## config.mk

```make
export PLATFORM = sky130hd
export DESIGN_NAME = adrv9001_en_seq
export DESIGN_NICKNAME = d
export VERILOG_FILES = /design/src/rtl/adrv9001_en_seq.sv
export SDC_FILE = /design/constraint.sdc
export NUM_CORES = 1
export LEC_CHECK = 0
export CORE_AREA = 2 2 117 119
export CTS_CLUSTER_SIZE = 30
export DETAILED_ROUTE_END_ITERATION = 6
export DIE_AREA = 0 0 119 121
export HOLD_SLACK_MARGIN = 0.06
export PLACE_DENSITY = 0.8
export SLEW_MARGIN = 20
export SYNTH_ARGS = -nofsm -noshare
export SYNTH_HDL_FRONTEND = slang
export SYNTH_SLANG_ARGS = --single-unit
```

## constraint.sdc

```tcl
create_clock -name clk -period 2.5 [get_ports clk]
set_clock_uncertainty 0.15 [all_clocks]
set_input_delay 0.5 -clock clk [delete_from_list [all_inputs] [get_ports clk]]
set_output_delay 0.5 -clock clk [all_outputs]
set_load 0.005 [all_outputs]
```

## src/rtl/adrv9001_en_seq.sv

```systemverilog
// ADRV9001 enable-pin sequencer: per-channel IDLE/SETUP/ACTIVE/HOLD FSM
// that raises the device pin ahead of the datapath enable and drops it
// after, with an optional RX/TX interlock per pair.
module adrv9001_en_seq #(
    parameter int NUM_PAIRS = 2,
    parameter int CNT_W     = 16,
    parameter bit TDD_MODE  = 1'b1
) (
    input  logic                           clk,
    input  logic                           rst,
    input  logic [2*NUM_PAIRS-1:0]         req,
    input  logic [2*NUM_PAIRS*CNT_W-1:0]   cfg_setup_dly,
    input  logic [2*NUM_PAIRS*CNT_W-1:0]   cfg_hold_dly,
    input  logic [2*NUM_PAIRS-1:0]         conflict_clr,
    output logic [2*NUM_PAIRS-1:0]         en_pin,
    output logic [2*NUM_PAIRS-1:0]         dp_en,
    output logic [2*NUM_PAIRS-1:0]         busy,
    output logic [2*NUM_PAIRS-1:0]         conflict
);

    localparam int NUM_CH = 2 * NUM_PAIRS;

    typedef enum logic [1:0] {
        IDLE   = 2'd0,
        SETUP  = 2'd1,
        ACTIVE = 2'd2,
        HOLD   = 2'd3
    } state_t;

    state_t           state    [NUM_CH];
    state_t           state_nx [NUM_CH];
    logic [CNT_W-1:0] cnt      [NUM_CH];
    logic [CNT_W-1:0] cnt_nx   [NUM_CH];
    logic [NUM_CH-1:0] conflict_q;
    logic [NUM_CH-1:0] conflict_nx;
    logic [NUM_CH-1:0] blocked;

    // Interlock: a channel may not leave IDLE while its partner is busy;
    // on a simultaneous request from both idle partners the RX side wins.
    always_comb begin
        blocked = '0;
        for (int unsigned k = 0; k < NUM_CH; k++) begin
            if (TDD_MODE) begin
                if (state[k ^ 32'd1] != IDLE) begin
                    blocked[k] = 1'b1;
                end else if ((k % 2) == 1 && req[k ^ 32'd1]) begin
                    blocked[k] = 1'b1;
                end
            end
        end
    end

    // Next-state, counter and sticky conflict logic for every channel.
    always_comb begin
        for (int unsigned k = 0; k < NUM_CH; k++) begin
            state_nx[k] = state[k];
            cnt_nx[k]   = cnt[k];
        end
        conflict_nx = conflict_q & ~conflict_clr;

        for (int unsigned k = 0; k < NUM_CH; k++) begin
            // set has priority over the write-1-to-clear
            if (state[k] == IDLE && req[k] && blocked[k]) begin
                conflict_nx[k] = 1'b1;
            end

            case (state[k])
                IDLE: begin
                    if (req[k] && !blocked[k]) begin
                        state_nx[k] = SETUP;
                        cnt_nx[k]   = cfg_setup_dly[k*CNT_W +: CNT_W];
                    end
                end
                SETUP: begin
                    if (!req[k]) begin
                        state_nx[k] = IDLE;
                    end else if (cnt[k] == '0) begin
                        state_nx[k] = ACTIVE;
                    end else begin
                        cnt_nx[k] = cnt[k] - 1'b1;
                    end
                end
                ACTIVE: begin
                    if (!req[k]) begin
                        state_nx[k] = HOLD;
                        cnt_nx[k]   = cfg_hold_dly[k*CNT_W +: CNT_W];
                    end
                end
                HOLD: begin
                    if (cnt[k] == '0) begin
                        state_nx[k] = IDLE;
                    end else begin
                        cnt_nx[k] = cnt[k] - 1'b1;
                    end
                end
                default: begin
                    state_nx[k] = IDLE;
                end
            endcase
        end
    end

    // State, counter and conflict registers with synchronous reset.
    always_ff @(posedge clk) begin
        if (rst) begin
            for (int unsigned k = 0; k < NUM_CH; k++) begin
                state[k] <= IDLE;
                cnt[k]   <= '0;
            end
            conflict_q <= '0;
        end else begin
            for (int unsigned k = 0; k < NUM_CH; k++) begin
                state[k] <= state_nx[k];
                cnt[k]   <= cnt_nx[k];
            end
            conflict_q <= conflict_nx;
        end
    end

    // Outputs are a pure decode of the registered state.
    always_comb begin
        en_pin = '0;
        dp_en  = '0;
        busy   = '0;
        for (int unsigned k = 0; k < NUM_CH; k++) begin
            en_pin[k] = (state[k] != IDLE);
            dp_en[k]  = (state[k] == ACTIVE);
            busy[k]   = (state[k] != IDLE);
        end
    end

    assign conflict = conflict_q;

endmodule

```

==> run metrics <==
Cells on Worst Hold Path 2; chip width 119 µm; GRT Total Usage 21.1%; starting DRC count in detailed routing 456; Final Instance Area 7630 µm²; vias in the first global route 5350; Hold Crit Start cnt[0][15]; drt first pass iters 5; row cnt 42; CTS buffer count 9; Worst IR Drop VDD 0.272 mV; Hold Violations, Final 0; Post-synth EDFFs 0; Setup Viol. Count Final 0; worst-margin pin slew 814 ps; Post-CTS Setup Bufs 0; critical path class flop to flop; Crit. Startpoint cnt[2][1]; CP required 2620 ps; DP Wirelength 11.3 mm; most frequent cells in the layout clkdlybuf4s50_1 (152), dfxtp_1 (76), a21oi_1 (71); Final Util 58.3%; Critical Path Sink Type flop; fmax 0.424 GHz; Nets 1016; # DRC 0; CTS tree yes; clock-pin transition on the worst setup and hold timing paths 60 ps; drt via density 5.64; via count 5942; max incr delay on CP 550 ps; Clock Tree Root clkbuf_16; Comb power frac 36.1%; worst-path maximum fanout 6; synthesized flop and latch total 76; Post-Syn Instances 709; DP Area 7330 µm²; Slew Limit Headroom 45.5%; Antenna Nets Post-Route 0; initial antenna violation count 0; RR Startpoint cnt[2][1]; synth unique cells 69; CP startpoint kind flop; Tcrit/Tclk final 94.4%; top cells by area, synth dfxtp_1 (28%), mux2i_1 (6.7%), a21oi_1 (6.6%); area leader, netlist dfxtp_1; Clk pwr share 29.7%; Synth Cell Area 5390 µm²; Layout area overhead 41.6%; post-synthesis sequential area ratio 28.2%; outcome finished, final reports clean; syn_area_per_cell 7.60 µm²; Sw Pwr 1.43 mW; Routed WL 15.3 mm; crit-path cells inv_1 -> ha_1 -> or3b_1 -> or4_4 -> or4_1 -> a21oi_1; Flop pwr share 34.3%; post-route minimum period 2360 ps; initial core utilization 41.2%; drt wl/cell 14.5 µm; FILL cells 1166; Int Power 2.88 mW; CORE AREA 13100 µm²; # IOs 154; gpl congestion 0.888; Crit path buffers/inverters 1; CTS sink cnt 76; Reg2Reg Setup Slack 140 ps; pin count of the biggest net entering global routing 74; share of the synthesized area in the top cell type 28.2%; R2R depth 6; Pleak 2.75 nW; RSZ-0062 raised after global routing no; first-pass GRT wire length 25.5 mm; worst endpoint data arrival time 2480 ps; max-cap violations 0; main flop type after synthesis dfxtp_1; die area 14400 µm²; max-slew violation count 0; CP max-delay cell or4_4; CP top delay family simple AND/OR/NAND/NOR gates; Die Ht 121 µm; Mapped Nets 852; grt ovf 0; worst hold-check slack 320 ps; most common cell after layout, fill and taps aside clkdlybuf4s50_1; CTS resizes 0; maximum buffer depth of the clock tree 2; yosys warns 0; Clk Latency, worst-skew pair 340 ps; H-tree levels 3; ys async rst share 0%; IO Port Bufs 153; Hold-fix buffers, CTS 0; ratio of cells with drive above 1 in the final layout 12.8%; Hold WC Path Type flop to flop; Worst Hold Path EP cnt[0][15]; # diodes 0; P per Cell Area 564 nW/µm²; Sw Share 33.1%
cells by family after synthesis:
logic type / count (synthesis) / share of synthesized area [%]
AND/OR/NAND/NOR: 260 / 25.1
AO/OA/AOI/OAI: 225 / 27.2
buffers and inverters: 83 / 6.64
flip-flops: 76 / 28.2
multiplexers: 60 / 11.7
adder cells (fa/ha/maj): 5 / 1.16
sequential cells by signal, summed over array words and instances (netlist names), named ones only:
signal    flops
conflict      4
state         4
cnt          64
worst max path at each step:
stage | to | slack, ps | cells past startpoint
finish | flop | 140 | 6
global route | cnt[0][12] | 7 | 7
CTS | cnt[2][3] | 80 | 7
detailed placement | cnt[0][12] | -150 | 7
global placement | cnt[0][11] | -100 | 6
floorplan | flop | 30 | 8
area by class of cell:
type	count	area, µm²	area share (%)
inverter	24	90.1	1.18
sequential	76	1520	19.9
multi-input combinational	550	3520	46.1
clock buffer	11	233	3.05
timing repair buffer	212	1990	26.1
tap	176	220	2.89
clock inverter	5	52.6	0.689
stage by stage:
stage,setup TNS [ps],setup WS (ps),power [mW],instances
floorplan,0,33.3,2.41,709
global placement,-368,-97.2,3.00,1038
detailed placement,-1250,-152,3.02,1038
CTS,0,81.8,4.30,1054
global route,0,7.05,4.54,1054
finish,0,139,4.30,1054
synthesized netlist by cell type (5+ instances only):
cell      count
o31a_1        6
o211ai_1      5
nand4b_1      5
o21ai_1       9
o32ai_1       8
buf_1         8
a31oi_1      20
dfxtp_1      76
inv_1        23
a211oi_1     10
nand4_1       9
nor2_1       60
nand3_1      11
a21oi_1      71
nand2_1      66
or4_1        13
nand2b_1      7
mux2_2       24
a22oi_1      14
mux2i_1      36
buf_4         5
clkbuf_1     39
nor2b_1      16
nor3_1       23
nor4_1       21
o21ai_0      28
o22ai_1      13
ha_1          5
per-layer routing:
metal,track usage (%),up-vias,share of wire [%]
li1,-,2990,-
met1,29.8,2734,47
met2,33.4,195,46
met3,3.24,23,5.8
met4,6.18,0,1.4
met5,0,-,0
power by group through the flow:
stage | Sequential, mW | Clock (mW) | Combinational, mW
2_1_floorplan | 1.46 | 0 | 0.958
3_3_place_gp | 1.49 | 0 | 1.50
3_5_place_dp | 1.50 | 0 | 1.53
4_1_cts | 1.47 | 1.30 | 1.54
5_1_grt | 1.50 | 1.34 | 1.71
6_report | 1.47 | 1.28 | 1.55
worst min-delay path, delay by kind of cell, from the launching register on:
kind / cells / cell delay [ps]
AOI/OAI and AO/OA: 1 / 50
DFF: 1 / 310
and+or+nand+nor: 1 / 60
No activity file was read; power rests on OpenSTA's default activity.
